===== config.mk =====
export PLATFORM = sky130hd
export DESIGN_NAME = decryption_pipe
export DESIGN_NICKNAME = d
export VERILOG_FILES = /design/src/rtl/decryption_pipe.sv
export SDC_FILE = /design/constraint.sdc
export NUM_CORES = 1
export LEC_CHECK = 0
export BUFFER_PORTS_ARGS = -buffer_cell sky130_fd_sc_hd__buf_2
export CAP_MARGIN = 40
export CORE_UTILIZATION = 42
export CTS_CLUSTER_DIAMETER = 100
export CTS_CLUSTER_SIZE = 20
export DETAILED_ROUTE_END_ITERATION = 16
export REMOVE_ABC_BUFFERS = 1
export SLEW_MARGIN = 15
export SYNTH_ARGS = -nofsm -noshare
export SYNTH_HDL_FRONTEND = slang
export SYNTH_SLANG_ARGS = --single-unit

===== constraint.sdc =====
create_clock -name clock -period 2.75 [get_ports clock]
set_input_delay 0.4125 -clock clock [delete_from_list [all_inputs] [get_ports clock]]
set_output_delay 0.4125 -clock clock [all_outputs]
set_load 0.05 [all_outputs]

===== src/rtl/decryption_pipe.sv =====
// decryption_pipe: 5-stage pipelined decryptor with valid/ready whole-pipe stall and delivered-word counter.
// Optional DECRYPTION_SELFCHECK_EN adds check_err, a sticky re-encryption mismatch flag.
module decryption_pipe #(
    parameter int N     = 8,
    parameter int CNT_W = 16
) (
    input  logic             clock,
    input  logic             reset,
    input  logic             in_valid,
    output logic             in_ready,
    input  logic [N-1:0]     key,
    input  logic [N-1:0]     e_data,
    output logic             out_valid,
    input  logic             out_ready,
    output logic [N-1:0]     d_data,
    output logic [CNT_W-1:0] out_count
`ifdef DECRYPTION_SELFCHECK_EN
    ,
    output logic             check_err
`endif
);

    function automatic logic [N-1:0] rot_right5(input logic [N-1:0] y);
        return {y[4:0], y[N-1:5]};
    endfunction

    function automatic logic [N-1:0] rot_left5(input logic [N-1:0] y);
        return {y[N-6:0], y[N-1:N-5]};
    endfunction

    function automatic logic [N-1:0] bit_rev(input logic [N-1:0] y);
        logic [N-1:0] r;
        r = '0;
        for (int unsigned i = 0; i < N; i++) begin
            r[i] = y[N-1-i];
        end
        return r;
    endfunction

    logic [4:0]   vld;
    logic [N-1:0] s1_data, s2_data, s3_data, s4_data, s5_data;
    logic [N-1:0] s1_key, s2_key, s3_key, s4_key;
    logic         advance;

    assign advance   = out_ready | ~out_valid;
    assign in_ready  = advance;
    assign out_valid = vld[4];
    assign d_data    = s5_data;

    // Whole-pipe stall: bubbles shift along with valid words, nothing collapses.
    always_ff @(posedge clock or posedge reset) begin
        if (reset) begin
            vld     <= '0;
            s1_data <= '0;
            s2_data <= '0;
            s3_data <= '0;
            s4_data <= '0;
            s5_data <= '0;
            s1_key  <= '0;
            s2_key  <= '0;
            s3_key  <= '0;
            s4_key  <= '0;
        end else if (advance) begin
            vld     <= {vld[3:0], in_valid};
            s1_data <= rot_right5(e_data);
            s2_data <= bit_rev(s1_data);
            s3_data <= ~s2_data;
            s4_data <= rot_left5(s3_data);
            s5_data <= s4_data ^ s4_key;
            s1_key  <= key;
            s2_key  <= s1_key;
            s3_key  <= s2_key;
            s4_key  <= s3_key;
        end
    end

    always_ff @(posedge clock or posedge reset) begin
        if (reset) begin
            out_count <= '0;
        end else if (out_valid && out_ready) begin
            out_count <= out_count + CNT_W'(1);
        end
    end

`ifdef DECRYPTION_SELFCHECK_EN
    function automatic logic [N-1:0] encrypt(input logic [N-1:0] p, input logic [N-1:0] k);
        return rot_left5(bit_rev(~rot_right5(p ^ k)));
    endfunction

    logic [N-1:0] s1_ct, s2_ct, s3_ct, s4_ct, s5_ct;
    logic [N-1:0] s5_key;

    always_ff @(posedge clock or posedge reset) begin
        if (reset) begin
            s1_ct  <= '0;
            s2_ct  <= '0;
            s3_ct  <= '0;
            s4_ct  <= '0;
            s5_ct  <= '0;
            s5_key <= '0;
        end else if (advance) begin
            s1_ct  <= e_data;
            s2_ct  <= s1_ct;
            s3_ct  <= s2_ct;
            s4_ct  <= s3_ct;
            s5_ct  <= s4_ct;
            s5_key <= s4_key;
        end
    end

    // Re-encrypting the delivered word must reproduce the ciphertext it came from.
    always_ff @(posedge clock or posedge reset) begin
        if (reset) begin
            check_err <= 1'b0;
        end else if (out_valid && out_ready && (encrypt(s5_data, s5_key) != s5_ct)) begin
            check_err <= 1'b1;
        end
    end
`endif

endmodule


# After elaboration in Yosys (flattened, before gate mapping)

Index checks and enable logic that the tools add are counted.

Register bits after elaboration: 93
Bits of input ports: 20
Output and inout port bits: 26
Logic and storage cells: 17

$add $sub $neg: 1
Bitwise logic cells: 4
Reductions and logical operators: 1

Operators by type and width:

| kind                                          | number |
|---|---|
| adder 16 x 1 -> 16 bit, second input constant | 1 |
| NOT 8 bit                                     | 1 |
| XOR 8 bit                                     | 1 |
| logical AND 1 bit                             | 1 |
| NOT 1 bit                                     | 1 |
| OR 1 bit                                      | 1 |

# Depth between registers and ports, before layout

Word-level depth: 2
Mapped depth: 5
Mapped depth without buffers: 5

# Least setup slack after synthesis

No wires, ideal clock.

Kind: reg2out
Start point: register vld[4]
End point: output port in_ready
Data arrival time: 1,448 ps
Path slack: 889 ps
Stages on the path, launching flop included: 5
Buffers on the path: 3
Cell sequence: dfrtp_1 nand2b_1 buf_2 buf_2 buf_4

Word-level cells in the longest chain between the ends: 2

RTL lines:

| element                | RTL line | source |
|---|---|---|
| from (decl)            | 40       | `logic [4:0] vld;` |
| from (signal assigned) | 64       | `vld <= {vld[3:0], in_valid};` |
| NOT 1 bit              | 45       | `assign advance = out_ready \| ~out_valid;` |
| OR 1 bit               | 45       |  |
| to (decl)              | 10       | `output logic in_ready,` |

Every way passes these cells.

# Final worst setup path

Same ends and word-level chain as after synthesis.

==> impl_metrics.tcl <==
set metrics [dict create \
    dieWidth_um 94.5 \
    portBuffers 45 \
    synth.distinct_cells 22 \
    required_ns 2.34 \
    final_cell_count_no_fill 406 \
    ant_nets 0 \
    ioPinCount 46 \
    rows 33 \
    post-dp-hpwl_um 3300 \
    synth_compound_gate_area_share_pct 2.23 \
    placed_cell_area_mm2 0.00394 \
    power.density_mw_per_mm2 1160 \
    tightest_slew_ns 0.599 \
    cts_setup_buffers 0 \
    clk_pin_slew_ns 0.09 \
    clk_path_buf_depth 2 \
    grt_pass1_vias 2057 \
    synthAdderAreaFrac_pct 0.348 \
    cp_cell_sequence "nand2b_4 > buf_2" \
    slowest_stage "dfrtp_1" \
    finalCritPeriodShare_pct 69.9 \
    wire_per_inst_um 12.8 \
    grt_pass1_wl_um 9140 \
    drc 0 \
    grtUsageTotal_pct 13.3 \
    antenna_found_initial 0 \
    root_buffer "clkbuf_8" \
    fin_total_pwr_mw 4.84 \
    insertion_delay_ns 0.34 \
    clock_sinks 93 \
    setup_ws_ns 0.828 \
    grt_max_degree 63 \
    dr.first_iter.drc_count 44 \
    synthSimpleGateAreaFrac_pct 5.99 \
    r2r_end "s1_key[0]$_DFFE_PP0P_" \
    max-slew-margin-rel_pct 60.1 \
    critical_path_class "reg2out" \
    cp_max_fo 33 \
    final_cell_mix "dfrtp_1, mux2_2, buf_2, nor2_1, xnor2_1" \
    cp_slowest_stage_delay_ns 0.46 \
    synth_xor_xnor_area_share_pct 5.61 \
    final_nets 317 \
    synth_top_family_by_area "multiplexers" \
    setup_viol 0 \
    regMostFlops "out_count" \
    fin_skew_ns 0.00667 \
    worst_setup_path_start_kind "flop" \
    arrival_ns 1.51 \
    mostFrequentLayoutCell "dfrtp_1" \
    dr.pass1.iters 4 \
    initial_core_util_pct 43.5 \
    wl_um 5180 \
    hold_path.class "in2async" \
    finalInstanceArea_mm2 0.00418 \
    final.setup.tns_ns 0 \
    maxSlewViolCount 0 \
    worstRegToRegCells 3 \
    max_freq_mhz 520 \
    cts_tree "done" \
    yosysSeqAreaShare_pct 64.8 \
    grt_overflow 0 \
    die_area_mm2 0.00892 \
    htreeDepth 3 \
    place_congestion 0.691 \
    fin_util_pct 50.6 \
    hold_viol 0 \
    pre_cts_ws_ns 0.958 \
    rsz0062_at_grt "no" \
    antenna_cells 0 \
    placed_cells 390 \
    drive_gt1_share_pct 42.9 \
    syn2layout_area_growth_pct 16.4 \
    dr_total_vias 1963 \
    ys_ff_latch 93 \
    vdd_ir_drop_max_uv 475 \
    end_kind "output port" \
    ctsResizeCount 0 \
    synth_mux_area_share_pct 19.1 \
    crit_family "flip-flops" \
    hold_ws_ns 0.144 \
    yosys_warnings 0 \
    nFillCells 762 \
    core_mm2 0.00826 \
    cts_buffers 9 \
    ctsHoldBuffers 0 \
    die-height_um 94.5 \
    vias_per_cell 4.83 \
    synthCells 248 \
    worst-path-buf-inv 1 \
    largest_register_ffs 16 \
    period_needed_ns 1.92 \
    synth_area_mm2 0.00359 \
    syn_area_per_cell_um2 14.5 \
    status "complete, no violations" \
    p_leak_nw 1.89 \
    rr_startpoint "vld[4]$_DFFE_PP0P_" \
    reg2reg_slack_ns 1.07 \
    cap_violations 0 \
]
==> layout make-up <==
cell class / count / area (um2) / area share (%)
clock buffers: 9 / 124 / 2.96
clock inverters: 7 / 114 / 2.72
inverters: 3 / 13.8 / 0.329
multi-input cells: 142 / 1200 / 28.8
flip-flops and latches: 93 / 2330 / 55.7
well taps: 105 / 131 / 3.14
repair buffers: 47 / 265 / 6.35
==> how the worst max path moves through the flow <==
stage | slack [ns] | from | cells after the start | to
3_3_place_gp | 0.97 | out_ready | 4 | s1_key[1]$_DFFE_PP0P_
2_1_floorplan | -0.78 | vld[4]$_DFFE_PP0P_ | 2 | s1_data[0]$_DFFE_PP0P_
6_report | 0.83 | vld[4]$_DFFE_PP0P_ | 2 | in_ready
4_1_cts | 0.80 | vld[4]$_DFFE_PP0P_ | 2 | in_ready
5_1_grt | 0.74 | vld[4]$_DFFE_PP0P_ | 2 | in_ready
3_5_place_dp | 0.96 | out_ready | 4 | s4_key[7]$_DFFE_PP0P_
==> metal layers <==
layer  track usage, %  up-vias  part of all wire, %
li1                 -      940                    -
met1             16.4      976                   46
met2             21.7       43                   48
met3             5.23        4                  5.7
met4             3.79        0                 0.79
met5                0        -                    0
==> cells by family (layout without fill, tap and decap cells) <==
| logic type | count (synthesis) | count (layout) |
|---|---|---|
| adders and majority gates | 1 | 1 |
| xor gates and xnor gates | 23 | 23 |
| AOI/OAI and AO/OA | 16 | 16 |
| and+or+nand+nor | 41 | 41 |
| muxes | 61 | 61 |
| buffers and inverters | 13 | 66 |
| DFF | 93 | 93 |
==> cells in the mapped netlist <==
cell / n / area (um2)
dfrtp_1: 93 / 2330
nand2b_1: 2 / 12.5
nor4_2: 1 / 12.5
inv_1: 3 / 11.3
and2_1: 1 / 6.26
mux2_2: 61 / 687
nor2_1: 18 / 67.6
buf_2: 6 / 30.0
buf_4: 3 / 22.5
xnor2_1: 17 / 149
and4_1: 1 / 8.76
nand2_1: 7 / 26.3
and3_1: 1 / 6.26
nand3_1: 4 / 20.0
a21oi_1: 16 / 80.1
buf_1: 1 / 3.75
xor2_1: 6 / 52.6
nor4_4: 1 / 21.3
ha_1: 1 / 12.5
nand4_1: 1 / 6.26
nand4_2: 1 / 12.5
nor3_1: 3 / 15.0
==> report_power, final <==
part	internal, mW	switching [mW]	total, mW
Sequential	1.92	0.319	2.24
Combinational	0.677	0.867	1.54
Clock	0.601	0.452	1.05
(Power assumes the default switching activity.)
